$ cat config.mk
export PLATFORM = sky130hd
export DESIGN_NAME = instr_fetch_queue
export DESIGN_NICKNAME = d
export VERILOG_FILES = /design/src/rtl/instr_fetch_queue.sv
export SDC_FILE = /design/constraint.sdc
export NUM_CORES = 1
export LEC_CHECK = 0
export ABC_AREA = 1
export CAP_MARGIN = 20
export CORE_MARGIN = 3
export CORE_UTILIZATION = 56
export CTS_CLUSTER_DIAMETER = 30
export DETAILED_ROUTE_END_ITERATION = 12
export MAX_ROUTING_LAYER = met4
export PLACE_DENSITY_LB_ADDON = 0.15
export SETUP_SLACK_MARGIN = 0.5
export SLEW_MARGIN = 25
export SYNTH_ARGS = -nofsm -noshare
export SYNTH_HDL_FRONTEND = slang
export SYNTH_SLANG_ARGS = --single-unit
$ cat constraint.sdc
create_clock -name clk -period 4.7 [get_ports clk]
set_input_delay 0.705 -clock clk [delete_from_list [all_inputs] [get_ports clk]]
set_output_delay 0.705 -clock clk [all_outputs]
set_load 0.05 [all_outputs]
$ cat src/rtl/instr_fetch_queue.sv
// Instruction prefetch queue: issues word-addressed reads to instruction memory,
// buffers the responses in a small FIFO for IF/ID, and stops fetching at an HLT word.
module instr_fetch_queue #(
    parameter int          DEPTH      = 4,
    parameter logic [31:0] RESET_PC   = 32'h0,
    parameter logic [5:0]  HLT_OPCODE = 6'b111111
) (
    input  logic        clk,
    input  logic        reset,
    output logic        imem_req,
    output logic [31:0] imem_addr,
    input  logic [31:0] imem_rdata,
    output logic        if_valid,
    output logic [31:0] if_instr,
    output logic [31:0] if_pc,
    input  logic        id_ready,
    input  logic        redirect,
    input  logic [31:0] redirect_pc,
    output logic        halted
);

    localparam int PTR_W = $clog2(DEPTH);
    localparam int CNT_W = PTR_W + 1;

    typedef logic [PTR_W-1:0] ptr_t;
    typedef logic [CNT_W-1:0] cnt_t;

    logic [31:0] r_fetch_pc;
    logic        r_inflight;
    logic [31:0] r_inflight_pc;
    cnt_t        r_count;
    ptr_t        r_rd_ptr;
    ptr_t        r_wr_ptr;
    logic        r_halted;
    logic [31:0] r_q_instr [DEPTH];
    logic [31:0] r_q_pc    [DEPTH];

    logic w_nonempty;
    logic w_push;
    logic w_push_hlt;
    logic w_pop;
    logic w_credit;

    // A response is kept only if nothing has killed it: redirect, halt, or reset.
    assign w_push     = reset && r_inflight && !r_halted && !redirect;
    assign w_push_hlt = w_push && (imem_rdata[31:26] == HLT_OPCODE);
    assign w_nonempty = (r_count != '0);
    assign w_pop      = if_valid && id_ready;
    // Credit counts the in-flight word as already occupying a slot, so a push never overflows.
    assign w_credit   = (r_count + cnt_t'(r_inflight)) < cnt_t'(DEPTH);

    assign imem_req  = reset && !r_halted && !redirect && !w_push_hlt && w_credit;
    assign imem_addr = reset ? r_fetch_pc : RESET_PC;
    assign if_valid  = reset && w_nonempty;
    assign if_instr  = if_valid ? r_q_instr[r_rd_ptr] : 32'h0;
    assign if_pc     = if_valid ? r_q_pc[r_rd_ptr]    : 32'h0;
    assign halted    = r_halted;

    // NOTE: sequential state uses non-blocking assignments so every register samples pre-edge values.
    always_ff @(posedge clk) begin
        if (!reset) begin
            r_fetch_pc    <= RESET_PC;
            r_inflight    <= 1'b0;
            r_inflight_pc <= 32'h0;
            r_count       <= '0;
            r_rd_ptr      <= '0;
            r_wr_ptr      <= '0;
            r_halted      <= 1'b0;
        end else if (redirect) begin
            r_fetch_pc <= redirect_pc;
            r_inflight <= 1'b0;
            r_count    <= '0;
            r_rd_ptr   <= '0;
            r_wr_ptr   <= '0;
            r_halted   <= 1'b0;
        end else begin
            if (imem_req) begin
                r_fetch_pc <= r_fetch_pc + 32'd1;
            end
            r_inflight    <= imem_req;
            r_inflight_pc <= r_fetch_pc;
            if (w_push) begin
                r_wr_ptr <= r_wr_ptr + 1'b1;
            end
            if (w_pop) begin
                r_rd_ptr <= r_rd_ptr + 1'b1;
            end
            case ({w_push, w_pop})
                2'b10:   r_count <= r_count + 1'b1;
                2'b01:   r_count <= r_count - 1'b1;
                default: r_count <= r_count;
            endcase
            if (w_push_hlt) begin
                r_halted <= 1'b1;
            end
        end
    end

    // NOTE: queue storage is not reset; the count and pointers alone decide which entries are live.
    always_ff @(posedge clk) begin
        if (w_push) begin
            r_q_instr[r_wr_ptr] <= imem_rdata;
            r_q_pc[r_wr_ptr]    <= r_inflight_pc;
        end
    end

endmodule

== Yosys cells after proc, flatten, opt, wreduce, memory -nomap -nowiden ==
Memory sizes are Yosys's and may differ from the RTL's. A register that Yosys moved wholly into a read port is not among the register bits.
Cells that the tools add are included.

* Memory bits (writable): 256
* Bits of input ports: 68
* Memories: 2
* Output and inout bits: 99
* Register bits: 73

{| class="wikitable"
|+ Memories
! name !! words !! bits a word !! read ports !! clocked after Yosys merged registers in !! write ports !! line !! RTL
|-
| r_q_instr || 4 || 32 || 1 || 1 || 1 || 35 || <nowiki>logic [31:0] r_q_instr [DEPTH];</nowiki>
|-
| r_q_pc || 4 || 32 || 1 || 1 || 1 || 36 || <nowiki>logic [31:0] r_q_pc [DEPTH];</nowiki>
|}

* Reductions and logical operators: 17
* Bitwise operators: 1
* Equal/unequal tests: 3
* Add/subtract/negate cells: 6
* Muxes and demuxes: 12
* Order comparisons: 1

{| class="wikitable"
|+ Operator list
! kind !! number
|-
| 32-bit 2-to-1 mux || 5
|-
| 32-bit by 1-bit adder with 32-bit output (second input constant) || 1
|-
| 1-bit logical AND || 10
|-
| 2-bit 2-to-1 mux || 4
|-
| 6-bit equality test (second input constant) || 1
|-
| 3-bit case mux with 2 select lines || 1
|-
| 2-bit by 1-bit adder with 2-bit output (second input constant) || 2
|-
| 2-bit nonzero test || 2
|-
| 3-bit by 1-bit adder with 3-bit output || 1
|-
| 3-bit by 1-bit adder with 3-bit output (second input constant) || 1
|-
| 1-bit zero test || 3
|-
| 3-bit < comparator (second input constant) || 1
|-
| 3-bit nonzero test || 1
|-
| 3-bit by 1-bit subtractor with 3-bit output (second input constant) || 1
|-
| 2-bit by 1-bit equality test with 1-bit output (second input constant) || 1
|-
| 2-bit equality test (second input constant) || 1
|-
| 1-bit 2-to-1 mux || 2
|-
| 2-bit OR reduction || 1
|-
| 1-bit inverter || 1
|}

== Logic depth before layout (Yosys ltp) ==
Gate-level depths: netlist of run 1.

* Depth in word-level cells: 9
* Depth in mapped cells: 12

== Least setup slack after synthesis of run 1 ==
Ideal clock, no wire load.

* Path type: input-to-reg
* From: input port reset
* To: memory r_q_instr[0][0] (enable)
* Arrival: 3.839 ns
* Library setup time: 0.486 ns
* Stages: 5
* Buffers on the path: 1
* Slack: 0.375 ns
* Cells stage by stage: buf_4 -> nand2_2 -> nor3_4 -> inv_2 -> nor2_1

* Word-level cells in the longest chain between the ends: 5

{| class="wikitable"
|+ Ends and longest elaborated chain
! element !! line !! RTL
|-
| start: declaration || 9 || <nowiki>input logic reset,</nowiki>
|-
| 1-bit logical AND (3 in series) || 45 || <nowiki>assign w_push = reset && r_inflight && !r_halted && !redirect;</nowiki>
|-
| 1-bit 2-to-1 mux || 101 || <nowiki>if (w_push) begin</nowiki>
|-
| 1-bit 2-to-1 mux (not written as such) || 102 || <nowiki>r_q_instr[r_wr_ptr] <= imem_rdata;</nowiki>
|-
| end: declaration || 35 ||
|}

Every way passes these cells.

==> parameters.txt, run 1 <==
Parameter                              Value

Status
  Run status    finished, final reports clean

CTS
  Cell at the root of the clock tree    clkbuf_16
  TritonCTS Buffers    between 50 and 60
  Maximum count of clock buffers along a single path    3
  Post-CTS Repair Setup Buffers    0
  Hold bufs inserted after CTS    0
  Number of levels the H-tree was split into    2
  Number of sinks handled by clock tree synthesis    331
  CTS resizes    0
  Clock transition at the registers of the reported paths    50 ps
  Insertion delay to the later sink of the worst-skew pair    560 ps
  Clock tree from TritonCTS    yes

Logic synthesis
  Number of enable-type register cells in the synthesized netlist    about 260
  Leading area contributor after synthesis    edfxtp_1
  Unique cell type count in the Yosys netlist    39
  Fraction of synthesized cell area in xor and xnor cells    0.1862%
  Post-Syn Nets    between 1500 and 2000
  Area of the mapped netlist    14110 um2
  Total of flip-flops plus latches after synthesis    331
  Combinational family with the most area after synthesis    simple AND/OR/NAND/NOR gates
  Count of warnings emitted by yosys    0
  Area share of fa/ha/maj cells after synthesis    less than 1%
  Sequential cell area fraction in the yosys report    65.13%
  Fraction of the mapped netlist area in compound gates    10.46%
  Share of cell area taken by muxes after synthesis    0%
  Share of the synthesized area in the top cell type    54.49%
  Post-synth top flop    edfxtp_1
  Cell types with the largest area share after synthesis    edfxtp_1 54%, dfxtp_1 11%, nor2_1 9.0%
  Simple-gate share of the synthesized area    ~18%
  Post-synth top cells    338 x nor2_1, 256 x edfxtp_1, 219 x nand2_1, 148 x o21ai_0, 111 x a21oi_1
  Cell with the most instances after synthesis    nor2_1
  Syn Inst Count    around 1400
  Synth async-reset ratio    0%
  Syn Area/Cell    roughly 9.8 um2

Final layout
  Synth-to-layout area growth    26.79%
  Register Area    around 9200 um2
  Finished Cell Area    17890 um2
  Post-layout utilization of the core    between 70 and 80%
  Post-layout net count    1683
  Total inserted antenna cells    0
  Multi-input gate area in the final layout    4245 um2
  Count of filler cells inserted in the layout    1729
  Proportion of layout cells with a drive suffix above 1    8.832%

GRT
  GR Util All Layers    25.96%
  Largest net degree at the start of global routing    74
  Via count of the first global-routing pass    around 11000
  Total global routing overflow    0
  Initial antenna violation count    0
  First-pass GRT wire length    54.16 mm

STA
  Final Skew    17.36 ps
  Maximum achievable frequency    0.2561 GHz
  Number of endpoints with negative hold slack in the final report    0
  Count of final max-slew check failures    0
  Setup TNS    0 ps
  Worst-Margin Slew    843.1 ps
  Share of the clock period used by the worst path after layout    83.09%
  RSZ-0062 raised after global routing    no
  Time the worst path needs with I/O delays and setup    slightly below 4000 ps
  Relative slew margins    43.71%
  Finish-stage setup viols    0
  Hold WS    around 480 ps

Critical path
  Capturing element type of the critical path    output port
  Critical path required time    3990 ps
  Critical setup path kind    reg -> out
  Type of origin of the critical path    flip-flop
  Arrival time at the worst endpoint    3200 ps
  R2r setup slk    2450 ps
  Peak fanout along the critical path    25

Floorplanning
  Die Footprint    27130 um2
  Y dimension of the die    164.7 um
  Starting density of the core    57.51%
  Placement Rows    57
  Total core area    between 20000 and 25000 um2
  Horizontal die dimension    ~160 um
  I/O pin count    167

Flow run
  Maximum Capacitance Violations    0

Power
  IR drop worst, VDD    0.0003165 V
  Total net switching power    1.636 mW
  Total chip power    7.467 mW
  Cell Int Power    5.831 mW
  Sequential cell fraction of total power    a little over two fifths
  Switching share of power    a little over a fifth
  Power Density    417.4 nW/um2
  Clock share of power    52.2%
  Combinational cell fraction of total power    4.4%
  Leakage power figure    6.604 nW

Placement
  HPWL after detailed placement    20.43 mm
  Placed Area    16040 um2
  GP Congestion    0.8798
  Count of input and output buffers    around 170

Drt
  Wire length after detailed routing    34.22 mm
  Detailed-router iteration count before antenna repair    5
  Post-DR wirelength/cell    17.31 um
  Vias after detailed routing    10830
  DRC violations left    0
  Initial DRC Count    approximately 900
  Via density per instance    between 5 and 6
  ANT nets after route    0

Worst hold path
  Class of the worst hold path    reg -> reg
==> through the flow <==
step / worst slack, ps / cells
2_1_floorplan: 374.8 / 1441
3_3_place_gp: 1236 / 1874
3_5_place_dp: 1231 / 1874
4_1_cts: 625.1 / 1976
5_1_grt: 641.6 / 1977
6_report: 794.8 / 1977
==> per-layer routing <==
layer  track usage [%]  share of wire (%)  up-vias
li1                  -                  -     5208
met1             34.68                 42     5103
met2             41.21                 48      455
met3             4.189                7.3       64
met4             8.387                2.1        0
met5                 -                  0        -
==> cells in the final DEF (no fill, tap or decap), types with 5 or more instances in the layout <==
cell type,instances
bufinv_16,5
clkbuf_1,9
inv_2,5
edfxtp_1,256
a21oi_1,111
clkdlybuf4s50_1,164
inv_1,91
nor2_4,9
clkbuf_16,56
inv_6,9
nand2_1,219
o21ai_1,6
buf_4,15
ha_1,6
nor2_2,6
o21ai_0,148
nor2_1,334
o22ai_1,6
dfxtp_1,73
nand3_1,59
clkinv_2,7
==> worst max-delay path, stage by stage (launching register included) <==
cell             delay [ps]
dfxtp_2                 610
inv_2                   340
buf_4                   320
nor2_1                  120
o21ai_0                  90
a21oi_1                 300
clkdlybuf4s50_1         870
==> power groups by stage <==
stage               Clock (mW)  Sequential [mW]  Combinational [mW]
CTS                       3.95             3.24               0.324
finish                    3.90             3.24               0.325
floorplan                    0             3.28               0.193
global route              4.09             3.25               0.357
detailed placement           0             3.30               0.322
global placement             0             3.30               0.318
==> sequential cells by signal (all words and copies together) (netlist names), named ones only <==
signal         cells
r_q_instr        128
r_q_pc           128
r_fetch_pc        32
r_inflight_pc     32
r_count            3
r_rd_ptr           2
r_wr_ptr           2
halted             1
r_inflight         1
==> final timing paths <==
path | endpoint | depth (start not counted) | start
worst min register to register | flip-flop | 2 | r_rd_ptr[1]
worst max-delay path | if_pc[8] | 6 | flip-flop
worst max register to register | r_fetch_pc[8] | 7 | halted
worst min-delay path | flip-flop | 2 | r_rd_ptr[1]
==> final cells by class <==
cell class	instances	share of cell area [%]
sequential	331	51.40
multi-input combinational	938	23.73
timing repair buffer	185	10.31
clock buffer	67	8.177
tap	324	2.266
clock inverter	35	2.070
inverter	97	2.049
==> logic make-up after synthesis <==
kind of cell,after synthesis
and+or+nand+nor,643
xor gates and xnor gates,3
AOI/OAI and AO/OA,285
buffers and inverters,172
DFF,331
adders and majority gates,7
No activity file was read; power rests on OpenSTA's default activity.
==> run 2: changes to the inputs <==
CORE_UTILIZATION = 51   (was 56)
clock period = 3.2 ns   (was 4.7 ns; I/O delays follow)
==> run 2 against run 1 <==
  * Via count is 1.1% lower
  * Non-clock buffer count is 2 higher
  * Die area is 9.4% higher
  * First-iteration DRC count is 11% higher
  * Sequential power is 47% higher
==> parameters.txt, run 2 (synthesis gave the netlist of run 1 again) <==
Parameter                              Value

CTS
  Insertion delay to the later sink of the worst-skew pair    560 ps (about the same)
  Clock tree from TritonCTS    yes
  Post-CTS Repair Setup Buffers    0 (unchanged)
  Maximum count of clock buffers along a single path    3 (unchanged)
  Number of sinks handled by clock tree synthesis    331 (unchanged)
  Cell at the root of the clock tree    clkbuf_16
  Clock transition at the registers of the reported paths    50 ps (about the same)
  Number of levels the H-tree was split into    2 (unchanged)
  TritonCTS Buffers    58 (+5.5%)

Final layout
  Post-layout utilization of the core    69.64% (-3.3 points)
  Multi-input gate area in the final layout    4287 um2 (+0.97%)
  Total inserted antenna cells    0 (unchanged)
  Proportion of layout cells with a drive suffix above 1    14.20% (+5.4 points)
  Most frequent cells in the layout    334 x nor2_1, 256 x edfxtp_1, 219 x nand2_1, 148 x o21ai_0, 100 x a21oi_1
  Finished Cell Area    18870 um2 (+5.5%)
  Post-layout net count    1688 (+0.30%)
  Most common cell after layout, fill and taps aside    nor2_1
  Cell Count, Final, Fillers Out    2034 (+2.9%)
  Largest registers ranked by flip-flop count    r_q_instr: 128 flops, r_q_pc: 128 flops
  Register Area    9194 um2 (unchanged)
  Count of filler cells inserted in the layout    1994 (+15%)
  Synth-to-layout area growth    33.77%

Critical path
  R2r setup slk    1070 ps (-1380 ps)
  Critical path required time    2720 ps (-1270 ps)
  Type of origin of the critical path    flip-flop
  Delay-heaviest family, CP    buffers and inverters
  Capturing element type of the critical path    output port
  CP max stage cell    dfxtp_4
  Arrival time at the worst endpoint    2170 ps (-1030 ps)
  Peak fanout along the critical path    64 (+160%)
  Worst path most repeated cell    nor2_1
  List of cells traversed by the critical path    buf_16, nor2_1, nor2_1, o21ai_0, a21oi_1, buf_12
  Delay of the slowest cell on the worst path    440 ps (-430 ps)
  Critical setup path kind    reg -> out
  WP buf/inv    2 (-1)

GRT
  Initial antenna violation count    0 (unchanged)
  Via count of the first global-routing pass    10541 (-0.87%)
  Busiest grt layer    met2
  Total global routing overflow    0 (unchanged)
  Largest net degree at the start of global routing    71 (-4.1%)
  GR Util All Layers    24.42% (-1.5 points)
  First-pass GRT wire length    55.32 mm (+2.2%)
  Met2 Resource Use GR    38.75% (-2.5 points)
  GR met1 Demand/Resource    33.03% (-1.7 points)
  M3 GR Usage    3.704% (-0.48 points)

STA
  Relative slew margins    54.04% (+10 points)
  Time the worst path needs with I/O delays and setup    2651 ps
  Finish-stage setup viols    0 (unchanged)
  Share of the clock period used by the worst path after layout    82.85%
  Final Skew    21.60 ps (+4.243 ps)
  Setup TNS    0 ps (unchanged)
  Worst-Margin Slew    689.3 ps (-153.8 ps)
  Hold WS    275.5 ps (-206.6 ps)
  Number of endpoints with negative hold slack in the final report    0 (unchanged)
  Maximum achievable frequency    0.3772 GHz
  RSZ-0062 raised after global routing    yes
  Count of final max-slew check failures    0 (unchanged)

Power
  Sequential cell fraction of total power    42.7% (-0.7 points)
  Combinational cell fraction of total power    4.5% (about the same)
  IR drop worst, VDD    0.0004465 V (+41%)
  Cell Int Power    8.627 mW (+48%)
  Clock share of power    52.8% (+0.6 points)
  Leakage power figure    7.011 nW (+6.2%)
  Power Density    590.7 nW/um2 (+41%)
  Switching share of power    22.61% (+0.70 points)
  Total net switching power    2.521 mW (+54%)

Worst hold path
  Class of the worst hold path    in -> reg

Placement
  Placed Area    16830 um2 (+4.9%)
  GP Congestion    0.9344 (+6.2%)
  Number of placed cells counting well taps    1923 (+2.6%)
  Count of input and output buffers    166 (unchanged)
  HPWL after detailed placement    20.42 mm (about the same)

Floorplanning
  I/O pin count    167 (unchanged)
  Horizontal die dimension    172.3 um (+4.6%)
  Total core area    27100 um2 (+10%)
  Starting density of the core    52.06% (-5.4 points)
  Y dimension of the die    172.3 um (+4.6%)
  Die Footprint    29700 um2 (+9.4%)
  Placement Rows    60 (+5.3%)

Drt
  Via density per instance    5.265 (-3.9%)
  Vias after detailed routing    10708 (-1.1%)
  Initial DRC Count    992 (+11%)
  ANT nets after route    0 (unchanged)
  DRC violations left    0 (unchanged)
  Detailed-router iteration count before antenna repair    7 (+2)
  Post-DR wirelength/cell    17.29 um (-0.12%)
  Wire length after detailed routing    35.17 mm (+2.8%)

Status
  Run status    finished, final reports clean

Flow run
  Maximum Capacitance Violations    0 (unchanged)
## run 2: layout make-up
type | instances | share of cell area [%]
clock buffer | 65 | 8.108
tap | 372 | 2.466
clock inverter | 44 | 2.095
timing repair buffer | 187 | 13.94
multi-input combinational | 938 | 22.71
sequential | 331 | 48.71
inverter | 97 | 1.969
## run 2: path summary, 6_finish.rpt
kind,from,end,cells past startpoint
worst min-delay path,redirect,r_inflight_pc[5],3
worst min register to register,r_rd_ptr[1],flip-flop,2
worst max register to register,halted,r_count[2],9
worst max-delay path,flip-flop,if_pc[13],6
## run 2: metal layers
| metal | part of all wire [%] | wire (um) | vias up |
|---|---|---|---|
| met5 | 0 | 0 | - |
| met3 | 7.4 | 2596 | 61 |
| met1 | 44 | 15470 | 4984 |
| li1 | - | - | 5223 |
| met2 | 46 | 16350 | 440 |
| met4 | 2.1 | 750 | 0 |
## run 2: worst register-to-register path, delay by kind of cell, from the launching register on
family                   cells  cell delay [ps]
adder cells (fa/ha/maj)      2              590
AO/OA/AOI/OAI                4              510
flip-flops                   1              480
buffers and inverters        2              320
AND/OR/NAND/NOR              1              100
## run 2: what timing repair did
action	in CTS	in global routing
setup endpoints to repair	52	61
hold buffers	0	0
gates cloned	1	1
endpoints found under the hold margin	0	0
resized for setup	11	7
## run 2: through the flow
step | total power [mW] | setup WS [ps]
2_1_floorplan | 5.101 | 164.1
3_3_place_gp | 5.332 | 761.8
3_5_place_dp | 5.337 | 747.7
4_1_cts | 11.22 | 506.3
5_1_grt | 11.48 | 460.6
6_report | 11.15 | 548.7
## run 2: power groups by stage
stage	logic, mW	clock network, mW	registers, mW
floorplan	0.283	0	4.82
global placement	0.487	0	4.85
detailed placement	0.492	0	4.85
CTS	0.498	5.96	4.76
global route	0.543	6.17	4.77
finish	0.499	5.88	4.77
